File: src/rtl/ad_dac_pkg.sv
// Shared definitions for the AD9708 transmit path: FSM encoding, config_dac
// field positions and the signed-zero (midscale) code.
package ad_dac_pkg;
  typedef enum logic [1:0] {
    ST_IDLE = 2'd0,
    ST_LOW  = 2'd1,
    ST_HIGH = 2'd2
  } dac_state_e;

  localparam int CFG_OFS_EN_BIT = 31;
  localparam int CFG_FMT_TC_BIT = 30;
  localparam int MIN_DIV        = 2;

  // Offset-binary code for signed zero at a given sample width.
  function automatic logic [31:0] dac_midscale(input int w);
    return 32'h1 << (w - 1);
  endfunction
endpackage

File: src/rtl/dac_sat_fmt.sv
// Offset add, saturation to the sample range and output format conversion.
// Purely combinational; the parent registers the result.
module dac_sat_fmt #(
  parameter int DAC_DATA_WIDTH = 12
) (
  input  logic [DAC_DATA_WIDTH-1:0] smp,
  input  logic [DAC_DATA_WIDTH-1:0] ofs,
  input  logic                      ofs_en,
  input  logic                      fmt_tc,
  output logic [DAC_DATA_WIDTH-1:0] code
);
  localparam int W = DAC_DATA_WIDTH;

  logic [W:0]   sum;
  logic [W-1:0] sat;

  always_comb begin
    sum = {smp[W-1], smp} + (ofs_en ? {ofs[W-1], ofs} : {(W+1){1'b0}});
    // The two top bits disagree only when the W+1-bit sum left the W-bit range.
    if (sum[W] != sum[W-1]) sat = sum[W] ? {1'b1, {(W-1){1'b0}}} : {1'b0, {(W-1){1'b1}}};
    else                    sat = sum[W-1:0];
    code = fmt_tc ? sat : {~sat[W-1], sat[W-2:0]};
  end
endmodule

File: src/rtl/ad_9708_tx.sv
// AD9708 DAC transmitter: one-entry stream buffer, programmable sample period
// with a registered DAC latch clock, offset/saturate/format output path.
module ad_9708_tx
  import ad_dac_pkg::*;
#(
  parameter int DAC_DATA_WIDTH = 12,
  parameter bit UNDERFLOW_ZERO = 1'b0
) (
  input  logic                      clk,
  input  logic                      rst,
  input  logic                      en,
  input  logic [15:0]               div,
  input  logic [31:0]               config_dac,
  input  logic [DAC_DATA_WIDTH-1:0] s_axis_tdata,
  input  logic                      s_axis_tvalid,
  output logic                      s_axis_tready,
  output logic                      dac_clk,
  output logic [DAC_DATA_WIDTH-1:0] dac_data,
  output logic                      underflow,
  output logic [15:0]               underflow_cnt
);
  localparam int              W        = DAC_DATA_WIDTH;
  localparam logic [31:0]     MID32    = dac_midscale(W);
  localparam logic [W-1:0]    MIDSCALE = MID32[W-1:0];

  dac_state_e   state_q, state_d;
  logic [15:0]  cnt_q, cnt_d, per_q, per_d, ufc_q, ufc_d;
  logic [W-1:0] hold_q, hold_d, last_q, last_d, data_q, data_d;
  logic         hv_q, hv_d, dclk_q, dclk_d, uf_q, uf_d;

  logic [15:0]  per_eff, half;
  logic         period_end, start, hs;
  logic [W-1:0] fmt_smp, fmt_code;
  logic         fmt_ofs_en;
  logic         unused_cfg;

  assign per_eff       = (div < 16'(MIN_DIV)) ? 16'(MIN_DIV) : div;
  assign half          = per_q >> 1;
  assign period_end    = (state_q == ST_HIGH) && (cnt_q == per_q - 16'd1);
  assign start         = en && ((state_q == ST_IDLE) || period_end);
  assign hs            = s_axis_tvalid && !hv_q;
  assign s_axis_tready = !hv_q;
  assign unused_cfg    = ^config_dac[29:W];

  // Outside a period start the formatter produces signed zero (midscale).
  always_comb begin
    fmt_smp    = '0;
    fmt_ofs_en = 1'b0;
    if (start) begin
      if (hv_q) begin
        fmt_smp    = hold_q;
        fmt_ofs_en = config_dac[CFG_OFS_EN_BIT];
      end else if (!UNDERFLOW_ZERO) begin
        fmt_smp    = last_q;
        fmt_ofs_en = config_dac[CFG_OFS_EN_BIT];
      end
    end
  end

  dac_sat_fmt #(.DAC_DATA_WIDTH(W)) u_sat_fmt (
    .smp    (fmt_smp),
    .ofs    (config_dac[W-1:0]),
    .ofs_en (fmt_ofs_en),
    .fmt_tc (config_dac[CFG_FMT_TC_BIT]),
    .code   (fmt_code)
  );

  always_comb begin
    state_d = state_q;
    cnt_d   = cnt_q;
    per_d   = per_q;
    hold_d  = hold_q;
    hv_d    = hv_q;
    last_d  = last_q;
    dclk_d  = dclk_q;
    data_d  = data_q;
    uf_d    = 1'b0;
    ufc_d   = ufc_q;
    if (hs) begin
      hv_d   = 1'b1;
      hold_d = s_axis_tdata;
    end
    if (start) begin
      state_d = ST_LOW;
      cnt_d   = '0;
      per_d   = per_eff;
      dclk_d  = 1'b0;
      data_d  = fmt_code;
      if (hv_q) begin
        hv_d   = 1'b0;
        last_d = hold_q;
      end else begin
        uf_d = 1'b1;
        if (ufc_q != 16'hFFFF) ufc_d = ufc_q + 16'd1;
      end
    end else begin
      case (state_q)
        ST_IDLE: begin
          cnt_d  = '0;
          dclk_d = 1'b0;
          data_d = fmt_code;
        end
        ST_LOW: begin
          cnt_d = cnt_q + 16'd1;
          if (cnt_q == half - 16'd1) begin
            state_d = ST_HIGH;
            dclk_d  = 1'b1;
          end
        end
        ST_HIGH: begin
          // Reaching the end with en low: the period is done, go quiet.
          if (period_end) begin
            state_d = ST_IDLE;
            cnt_d   = '0;
            dclk_d  = 1'b0;
            data_d  = fmt_code;
          end else begin
            cnt_d = cnt_q + 16'd1;
          end
        end
        default: state_d = ST_IDLE;
      endcase
    end
  end

  always_ff @(posedge clk) begin
    if (rst) begin
      state_q <= ST_IDLE;
      cnt_q   <= '0;
      per_q   <= 16'(MIN_DIV);
      hold_q  <= '0;
      hv_q    <= 1'b0;
      last_q  <= '0;
      dclk_q  <= 1'b0;
      data_q  <= MIDSCALE;
      uf_q    <= 1'b0;
      ufc_q   <= '0;
    end else begin
      state_q <= state_d;
      cnt_q   <= cnt_d;
      per_q   <= per_d;
      hold_q  <= hold_d;
      hv_q    <= hv_d;
      last_q  <= last_d;
      dclk_q  <= dclk_d;
      data_q  <= data_d;
      uf_q    <= uf_d;
      ufc_q   <= ufc_d;
    end
  end

  assign dac_clk       = dclk_q;
  assign dac_data      = data_q;
  assign underflow     = uf_q;
  assign underflow_cnt = ufc_q;
endmodule

File: config.mk
export PLATFORM = sky130hd
export DESIGN_NAME = ad_9708_tx
export DESIGN_NICKNAME = d
export VERILOG_FILES = /design/src/rtl/ad_dac_pkg.sv /design/src/rtl/dac_sat_fmt.sv /design/src/rtl/ad_9708_tx.sv
export SDC_FILE = /design/constraint.sdc
export NUM_CORES = 1
export LEC_CHECK = 0
export BUFFER_PORTS_ARGS = -buffer_cell sky130_fd_sc_hd__buf_4
export CAP_MARGIN = 15
export CORE_ASPECT_RATIO = 0.6
export CORE_MARGIN = 2
export CORE_UTILIZATION = 48
export DETAILED_ROUTE_END_ITERATION = 7
export MAX_ROUTING_LAYER = met4
export PLACE_DENSITY = 0.77
export SYNTH_ARGS = -nofsm -noshare
export SYNTH_HDL_FRONTEND = slang
export SYNTH_SLANG_ARGS = --single-unit
File: constraint.sdc
create_clock -name clk -period 8.5 [get_ports clk]
set_clock_uncertainty 0.05 [all_clocks]
set_input_delay 0.425 -clock clk [delete_from_list [all_inputs] [get_ports clk]]
set_output_delay 0.425 -clock clk [all_outputs]
set_load 0.1 [all_outputs]
==> flow_metrics.env, run 1 <==
export IMPL_powerDensity_mw_per_mm2=209
export IMPL_reg2reg_to="dac_data[8]$_SDFFE_PP0P_"
export IMPL_rsz0062_at_grt="no"
export IMPL_async_flop_share_pct=0
export IMPL_hold_path_class="primary input to flop"
export IMPL_vias=5756
export IMPL_fmax_mhz=162
export IMPL_grt_pass1_wl_um=25800
export IMPL_end_kind="flop"
export IMPL_cap_violations=0
export IMPL_postRouteWirelength_um=15800
export IMPL_yosys_warnings=0
export IMPL_routabilityCongestion=0.989
export IMPL_drt_initial_drc_count=533
export IMPL_synth_cell_types=70
export IMPL_yosysSeqAreaShare_pct=30.1
export IMPL_gr_total_overflow=0
export IMPL_hp_start="div[0]"
export IMPL_post_cts_setup_buffers=0
export IMPL_area_growth_pct=14.9
export IMPL_syn_avg_cell_area_um2=7.62
export IMPL_synth_top_area_share_pct=30.1
export IMPL_min_to="per_q[0]$_SDFFE_PP0P_"
export IMPL_n_fill_cell=1138
export IMPL_synth_most_common_cell="nand2_1"
export IMPL_synth_seq_cells=89
export IMPL_grt_pass1_vias=4973
export IMPL_cts_htree_levels=3
export IMPL_critical_path_peak_fanout=44
export IMPL_clockRootBuffer="clkbuf_16"
export IMPL_cts_hold_buf=0
export IMPL_r2r_start="per_q[1]$_SDFFE_PP1P_"
export IMPL_clock_latency_ns=0.35
export IMPL_cts_tree="built"
export IMPL_layout_drive_gt1_share_pct=14.7
export IMPL_finalCritPeriodShare_pct=72.6
export IMPL_grt_usage_pct=24.5
export IMPL_irDropWorstVdd_mv=0.0965
export IMPL_rrSetupSlack_ns=2.33
export IMPL_io_buffers=76
export IMPL_synth_top_area_cell="dfxtp_1"
export IMPL_synth_top_flop_cell="dfxtp_1"
export IMPL_worstPathRequired_ns=8.70
export IMPL_nNetsFinal=892
export IMPL_ctsResizeCount=0
export IMPL_synth_area_mm2=0.00592
export IMPL_finalSetupTns_ns=0
export IMPL_die_width_um=147
export IMPL_core_mm2=0.0120
export IMPL_rr_worst_depth=17
export IMPL_num_io_pins=95
export IMPL_cts_max_path_buffers=2
export IMPL_dp_hpwl_um=11700
export IMPL_p_leak_nw=2.64
export IMPL_min_period_ns=6.17
export IMPL_crit_arrival_ns=6.37
export IMPL_final_cell_count_no_fill=977
export IMPL_finalMaxSlewViolations=0
export IMPL_place_inst=961
export IMPL_setup_worst_path_start_class="flop"
export IMPL_ys_top_cells_by_count="95 x nand2_1, 89 x dfxtp_1, 68 x nor2_1"
export IMPL_wire_per_inst_um=16.2
export IMPL_start_util_pct=49.2
export IMPL_cts_made_buffers=9
export IMPL_tightest_slew_ns=1.01
export IMPL_clk_pin_slew_ns=0.07
export IMPL_crit_type="flop to flop"
export IMPL_placed_cell_area_mm2=0.00649
export IMPL_die_height_um=90.0
export IMPL_diodes=0
export IMPL_dr_pass1_iters=5
export IMPL_fp_row_count=31
export IMPL_grt_max_degree=83
export IMPL_slew_limit_headroom_pct=32.6
export IMPL_fin_area_mm2=0.00680
export IMPL_synth_fp_nets=862
export IMPL_netlist_instances=777
export IMPL_min_path_cells=3
export IMPL_yosys_top_cells_area="dfxtp_1 30%, nand2_1 6.0%, a21oi_1 5.3%"
export IMPL_status="complete, no violations"
export IMPL_cts_sinks=89
export IMPL_synth_edff_count=0
export IMPL_antenna_found_initial=0
export IMPL_hold_viol=0
export IMPL_dieArea_mm2=0.0133
export IMPL_drc_errors=0
export IMPL_ant_nets=0
export IMPL_finalSetupViolCount=0
export IMPL_vias_per_cell=5.89
==> cell type report <==
type	count	area [um2]	share of cell area, %
clock inverter	6	72.6	1.07
sequential	89	1780	26.2
tap	165	206	3.04
timing repair buffer	82	616	9.06
clock buffer	10	239	3.52
inverter	17	63.8	0.939
multi-input combinational	608	3820	56.2
==> worst max path at each step <==
stage | from | end | slack, ns
final | per_q[1]$_SDFFE_PP1P_ | dac_data[8]$_SDFFE_PP0P_ | 2.33
after global routing | per_q[2]$_SDFFE_PP0P_ | dac_data[8]$_SDFFE_PP0P_ | 1.90
after CTS | per_q[1]$_SDFFE_PP1P_ | dac_data[8]$_SDFFE_PP0P_ | 2.49
after detailed placement | per_q[2]$_SDFFE_PP0P_ | dac_data[8]$_SDFFE_PP0P_ | 2.56
after global placement | per_q[1]$_SDFFE_PP1P_ | dac_data[5]$_SDFFE_PP0P_ | 2.70
after floorplan | per_q[2]$_SDFFE_PP0P_ | dac_data[10]$_SDFFE_PP0P_ | 3.03
==> logic make-up (layout without fill, tap and decap cells) <==
kind of cell / after synthesis / after routing / synth area share, %
adders and majority gates: 21 / 21 / 4.57
DFF: 89 / 89 / 30.1
AOI/OAI and AO/OA: 195 / 195 / 21.5
xor gates and xnor gates: 46 / 46 / 6.81
muxes: 26 / 26 / 4.63
buffers and inverters: 80 / 115 / 5.39
and+or+nand+nor: 320 / 320 / 27.0
==> where the power goes <==
part	internal, mW	leakage (nW)	switching [mW]
Combinational	0.149	1.76	0.353
Clock	0.240	0.155	0.182
Sequential	0.452	0.725	0.0423
==> state kept, by name, indices dropped and copies added, names as in the netlist <==
register	flops
cnt_q	16
dac_clk	1
dac_data	12
hold_q	12
hv_q	1
last_q	12
per_q	16
state_q	2
underflow	1
underflow_cnt	16
==> cells in the final DEF, fill, tap and decap left out, types with 12 or more instances in the layout <==
cell and instances:
o21ai_1 14, nor3_1 19, dfxtp_1 89, nand2_1 95
nor4_1 14, o21ai_0 33, a311oi_1 12, inv_1 16
xor2_1 14, nor2_1 68, and3_1 16, xnor2_1 32
a21oi_1 63, mux2i_1 15, ha_1 20, buf_4 82
nand3_1 40, nor2b_1 15
==> layer usage <==
layer  wire, um  global-route usage, %  part of all wire, %
met5          0                      -                    0
met4        174                   4.09                  1.1
met3       1480                   6.40                  9.4
met2       6060                   30.8                   38
met1       8100                   38.5                   51
==> worst max-delay path, cell delays in order, from the launching register on <==
cell      delay [ns]
dfxtp_1         0.35
inv_1           0.13
ha_1            0.34
nor3b_1         0.86
nand4_1         0.37
o21bai_1        0.21
nor4b_2         0.49
nand4_4         0.27
nand2_1         0.30
buf_4           0.47
and3_1          0.23
ha_1            0.28
or2_2           0.31
a21oi_1         0.14
a31oi_1         0.07
xnor2_1         0.63
o21ai_0         0.22
a311oi_1        0.32
==> through the flow <==
step	setup slack [ns]	total power [mW]	hold slack [ns]	utilization, %
after floorplan	3.03	0.882	0.399	-
after global placement	2.70	0.991	0.413	53.9
after detailed placement	2.56	0.997	0.417	53.9
after CTS	2.49	1.42	0.266	56.5
after global routing	1.90	1.48	0.261	56.5
final	2.33	1.42	0.263	56.5
(Power assumes the default switching activity.)
==> run 2: changes to the inputs <==
Clock period 8.5 ns to 5.95 ns, I/O delays scaled along.
==> run 2 against run 1 <==
  * Sequential share of layout area is 0.25 points lower
  * Worst hold slack lost 0.14 ns
  * Total power rose by 43%
  * Sequential power is 43% higher
  * Design area increased by 0.98%
  * Via count decreased by 0.89%
  * Utilization is 0.55 points higher
  * Clock power rose by 41%
  * Sequential cell count unchanged
  * Routed wire length fell by 0.59%
  * Global-route usage increased by 0.35 points
  * Critical path type unchanged
  * Largest power group unchanged
  * Highest routed layer unchanged
==> flow_metrics.env, run 2 (synthesis gave the netlist of run 1 again) <==
export IMPL_hold_viol=0
export IMPL_fp_row_count=31
export IMPL_drc_errors=0
export IMPL_postRouteWirelength_um=15700
export IMPL_final_cell_mix="95 x nand2_1, 91 x buf_4, 89 x dfxtp_1"
export IMPL_finalSetupTns_ns=0
export IMPL_finalSetupViolCount=0
export IMPL_min_period_ns=5.50
export IMPL_routabilityCongestion=0.966
export IMPL_critical_path_peak_fanout=21
export IMPL_final_cell_count_no_fill=986
export IMPL_crit_arrival_ns=5.69
export IMPL_core_mm2=0.0120
export IMPL_io_buffers=76
export IMPL_fin_util_pct=57.1
export IMPL_clock_latency_ns=0.35
export IMPL_rrSetupSlack_ns=0.45
export IMPL_start_util_pct=49.2
export IMPL_placed_cell_area_mm2=0.00655
export IMPL_rsz0062_at_grt="no"
export IMPL_cts_max_path_buffers=2
export IMPL_slowest_delay_ns=0.51
export IMPL_fin_ws_ns=0.453
export IMPL_cts_sinks=89
export IMPL_hp_start="div[0]"
export IMPL_reg2reg_to="dac_data[11]$_SDFFE_PP1P_"
export IMPL_powerDensity_mw_per_mm2=296
export IMPL_final_common_cell="nand2_1"
export IMPL_power_mw=2.03
export IMPL_post_cts_setup_buffers=0
export IMPL_slowest_stage="o41ai_1"
export IMPL_setup_worst_path_start_class="flop"
export IMPL_place_inst=970
export IMPL_place_ws_ns=0.517
export IMPL_num_io_pins=95
export IMPL_cap_violations=0
export IMPL_nNetsFinal=901
export IMPL_min_to="per_q[0]$_SDFFE_PP0P_"
export IMPL_vias=5705
export IMPL_dr_pass1_iters=5
export IMPL_fmax_mhz=182
export IMPL_grt_max_degree=83
export IMPL_n_fill_cell=1107
export IMPL_gr_total_overflow=0
export IMPL_worstPathRequired_ns=6.14
export IMPL_diodes=0
export IMPL_vias_per_cell=5.79
export IMPL_cts_htree_levels=3
export IMPL_crit_type="flop to flop"
export IMPL_die_height_um=90.0
export IMPL_fin_area_mm2=0.00686
export IMPL_hold_path_class="primary input to flop"
export IMPL_ctsResizeCount=0
export IMPL_tightest_slew_ns=0.880
export IMPL_grt_pass1_vias=4980
export IMPL_status="complete, no violations"
export IMPL_wire_per_inst_um=15.9
export IMPL_timing_hold_ws_ns=0.128
export IMPL_crit_chain="inv_1 -> ha_1 -> or3b_1 -> o41ai_1 -> a2111oi_4 -> o221a_2 -> nand4_4 -> nand2_1 -> and3_1 -> ha_1 -> fa_1 -> a21oi_1 -> o211ai_1 -> or4_1 -> a31oi_1 -> o2111a_1 -> a21oi_1 -> buf_4 -> xor2_1 -> a211o_1"
export IMPL_p_leak_nw=2.68
export IMPL_finalMaxSlewViolations=0
export IMPL_rr_worst_depth=20
export IMPL_r2r_start="per_q[0]$_SDFFE_PP0P_"
export IMPL_dieArea_mm2=0.0133
export IMPL_grt_pass1_wl_um=26100
export IMPL_ant_nets=0
export IMPL_min_path_cells=3
export IMPL_drt_initial_drc_count=698
export IMPL_irDropWorstVdd_mv=0.134
export IMPL_slew_limit_headroom_pct=41.2
export IMPL_cts_hold_buf=0
export IMPL_cts_made_buffers=9
export IMPL_finalCritPeriodShare_pct=92.4
export IMPL_die_width_um=147
export IMPL_cts_tree="built"
export IMPL_area_growth_pct=16.0
export IMPL_clockRootBuffer="clkbuf_16"
export IMPL_clk_pin_slew_ns=0.07
export IMPL_dp_hpwl_um=11600
export IMPL_end_kind="flop"
export IMPL_grt_usage_pct=24.8
export IMPL_layout_drive_gt1_share_pct=15.6
export IMPL_antenna_found_initial=0
[run 2: cell count changes in the layout (fill, tap and decap cells not counted)]
cell	change
clkinv_4	-1
inv_8	-1
clkinv_8	+1
buf_4	+9
clkinvlp_4	+1
inv_6	+1
clkbuf_8	-1
[run 2: area by class of cell]
cell class / instances / area [um2] / area share, %
clock buffer: 9 / 225 / 3.28
sequential: 89 / 1780 / 26.0
inverter: 17 / 63.8 / 0.930
timing repair buffer: 91 / 683 / 9.95
clock inverter: 7 / 85.1 / 1.24
multi-input combinational: 608 / 3820 / 55.6
tap: 165 / 206 / 3.01
[run 2: report_power, final]
part / switching [mW] / internal [mW] / total, mW
clock network: 0.262 / 0.333 / 0.595
registers: 0.0588 / 0.645 / 0.704
logic: 0.506 / 0.226 / 0.732
[run 2: how the worst max path moves through the flow]
stage                                     start                   endpoint
after floorplan           per_q[2]$_SDFFE_PP0P_  dac_data[10]$_SDFFE_PP0P_
after global routing      per_q[0]$_SDFFE_PP0P_  dac_data[11]$_SDFFE_PP1P_
final                     per_q[0]$_SDFFE_PP0P_  dac_data[11]$_SDFFE_PP1P_
after CTS                 per_q[0]$_SDFFE_PP0P_  dac_data[11]$_SDFFE_PP1P_
after detailed placement  per_q[0]$_SDFFE_PP0P_  dac_data[11]$_SDFFE_PP1P_
after global placement    per_q[0]$_SDFFE_PP0P_  dac_data[11]$_SDFFE_PP1P_
[run 2: worst max-delay path, delay by kind of cell, from the launching register on]
family | cells | cell delay [ns]
xor gates and xnor gates | 1 | 0.15
DFF | 1 | 0.38
and+or+nand+nor | 5 | 1.43
adders and majority gates | 3 | 0.87
AOI/OAI and AO/OA | 9 | 2.19
buffers and inverters | 2 | 0.29
[run 2: layer usage]
metal	vias up	global-route usage (%)	wire length, um
li1	2857	-	-
met1	2586	39.3	8140
met2	249	31.1	5870
met3	13	6.09	1600
met4	0	4.17	114
met5	-	-	0
==> run 3: changes to the inputs <==
Clock period 5.95 ns to 6.3 ns, I/O delays scaled along.
==> run 3 against run 2 <==
  * First-iteration DRC count is 7.4% lower
  * Worst hold slack better by 0.018 ns
  * Sequential share of layout area down 0.085 points
  * Critical path depth unchanged
  * Combinational power decreased by 6.0%
  * Global-route usage down 0.20 points
  * Via count rose by 1.1%
  * Sequential cell count is the same
  * Routed wire length increased by 1.2%
  * Clock power increased by 8.9%
  * Design area rose by 0.33%
  * Critical endpoint unchanged
==> flow_metrics.env, run 3 (synthesis gave the netlist of run 1 again) <==
export IMPL_status="complete, no violations"
export IMPL_power_mw=2.00
export IMPL_cts_made_buffers=9
export IMPL_finalSetupViolCount=0
export IMPL_worstPathRequired_ns=6.49
export IMPL_cts_htree_levels=3
export IMPL_slew_limit_headroom_pct=37.2
export IMPL_postRouteWirelength_um=15900
export IMPL_tightest_slew_ns=0.941
export IMPL_clk_pin_slew_ns=0.07
export IMPL_grt_pass1_vias=4892
export IMPL_fp_row_count=31
export IMPL_antenna_found_initial=0
export IMPL_grt_usage_pct=24.6
export IMPL_cts_tree="built"
export IMPL_p_leak_nw=2.69
export IMPL_drt_initial_drc_count=646
export IMPL_die_width_um=147
export IMPL_hold_path_class="primary input to flop"
export IMPL_irDropWorstVdd_mv=0.161
export IMPL_setup_worst_path_start_class="flop"
export IMPL_layout_drive_gt1_share_pct=15.3
export IMPL_final_cell_mix="95 x nand2_1, 89 x dfxtp_1, 88 x buf_4"
export IMPL_drc_errors=0
export IMPL_cap_violations=0
export IMPL_finalMaxSlewViolations=0
export IMPL_end_kind="flop"
export IMPL_rsz0062_at_grt="no"
export IMPL_die_height_um=90.0
export IMPL_clock_latency_ns=0.35
export IMPL_crit_arrival_ns=5.85
export IMPL_finalCritPeriodShare_pct=89.7
export IMPL_cts_sinks=89
export IMPL_dr_pass1_iters=5
export IMPL_clockRootBuffer="clkbuf_16"
export IMPL_timing_hold_ws_ns=0.146
export IMPL_finalSetupTns_ns=0
export IMPL_vias_per_cell=5.87
export IMPL_io_buffers=76
export IMPL_dieArea_mm2=0.0133
export IMPL_vias=5770
export IMPL_ctsResizeCount=0
export IMPL_routabilityCongestion=0.977
export IMPL_start_util_pct=49.2
export IMPL_crit_type="flop to flop"
export IMPL_dp_hpwl_um=11700
export IMPL_grt_pass1_wl_um=25900
export IMPL_cts_max_path_buffers=2
export IMPL_grt_max_degree=83
export IMPL_gr_total_overflow=0
export IMPL_powerDensity_mw_per_mm2=291
export IMPL_fmax_mhz=177
export IMPL_core_mm2=0.0120
export IMPL_area_growth_pct=16.4
export IMPL_num_io_pins=95
export IMPL_hold_viol=0
export IMPL_wire_per_inst_um=16.2
export IMPL_cts_hold_buf=0
export IMPL_ant_nets=0
export IMPL_nNetsFinal=898
export IMPL_post_cts_setup_buffers=0
export IMPL_diodes=0
export IMPL_critical_path_peak_fanout=21
export IMPL_min_period_ns=5.65
export IMPL_final_common_cell="nand2_1"
-- run 3: changes by cell type in the layout (fill, tap and decap cells not counted), sizes merged --
cell | before | now
buf | 91 | 88
bufinv | 1 | 3
clkinv | 2 | 0
clkinvlp | 1 | 0
inv | 20 | 21
-- run 3: power by group --
group / internal (mW) / switching (mW) / total [mW] / leakage (nW)
Combinational: 0.210 / 0.478 / 0.688 / 1.79
Sequential: 0.609 / 0.0588 / 0.668 / 0.725
Clock: 0.396 / 0.251 / 0.648 / 0.174
Total: 1.22 / 0.788 / 2.00 / 2.69
-- run 3: routing by layer --
metal / vias up / global-route usage [%] / routed length, um
li1: 2867 / - / -
met1: 2643 / 38.9 / 8310
met2: 242 / 29.4 / 5860
met3: 18 / 7.51 / 1570
met4: 0 / 4.97 / 184
met5: - / - / 0
-- run 3: worst max-delay path, cell delays in order (launching register included) --
cell       delay, ns
dfxtp_1         0.39
inv_1           0.11
ha_1            0.24
or3b_1          0.43
o41ai_1         0.50
a2111oi_4       0.18
o221a_2         0.33
nand4_4         0.14
and2_2          0.41
nor2_1          0.10
ha_1            0.26
fa_1            0.41
a21oi_1         0.26
o211ai_1        0.16
or4_1           0.43
a31oi_1         0.24
o2111a_1        0.22
a21oi_1         0.04
buf_4           0.20
xor2_1          0.15
a211o_1         0.29
-- run 3: path summary, 6_finish.rpt --
kind / endpoint / depth (start not counted) / slack (ns) / from
setup / recovery: dac_data[11]$_SDFFE_PP1P_ / 20 / 0.65 / per_q[0]$_SDFFE_PP0P_
hold / removal: per_q[0]$_SDFFE_PP0P_ / 3 / 0.15 / div[0]
setup reg to reg: dac_data[11]$_SDFFE_PP1P_ / 20 / 0.65 / per_q[0]$_SDFFE_PP0P_
hold reg to reg: hold_q[5]$_SDFFE_PP0P_ / 2 / 0.42 / hold_q[5]$_SDFFE_PP0P_
-- run 3: final cells by class --
class	instances	area (um2)
Tap cell	165	206
Clock inverter	7	130
Sequential cell	89	1780
Clock buffer	9	225
Inverter	17	63.8
Timing Repair Buffer	88	661
Fill cell	1091	5140
Multi-Input combinational cell	608	3820
-- run 3: metrics by stage --
| step | area [um2] | utilization [%] | cells | setup slack (ns) |
|---|---|---|---|---|
| after global routing | 6890 | 57.3 | 983 | 0.274 |
| after global placement | 6530 | 54.3 | 967 | 0.864 |
| after detailed placement | 6530 | 54.3 | 967 | 0.754 |
| final | 6890 | 57.3 | 983 | 0.647 |
| after floorplan | 5920 | - | 777 | 0.832 |
| after CTS | 6890 | 57.3 | 983 | 0.714 |
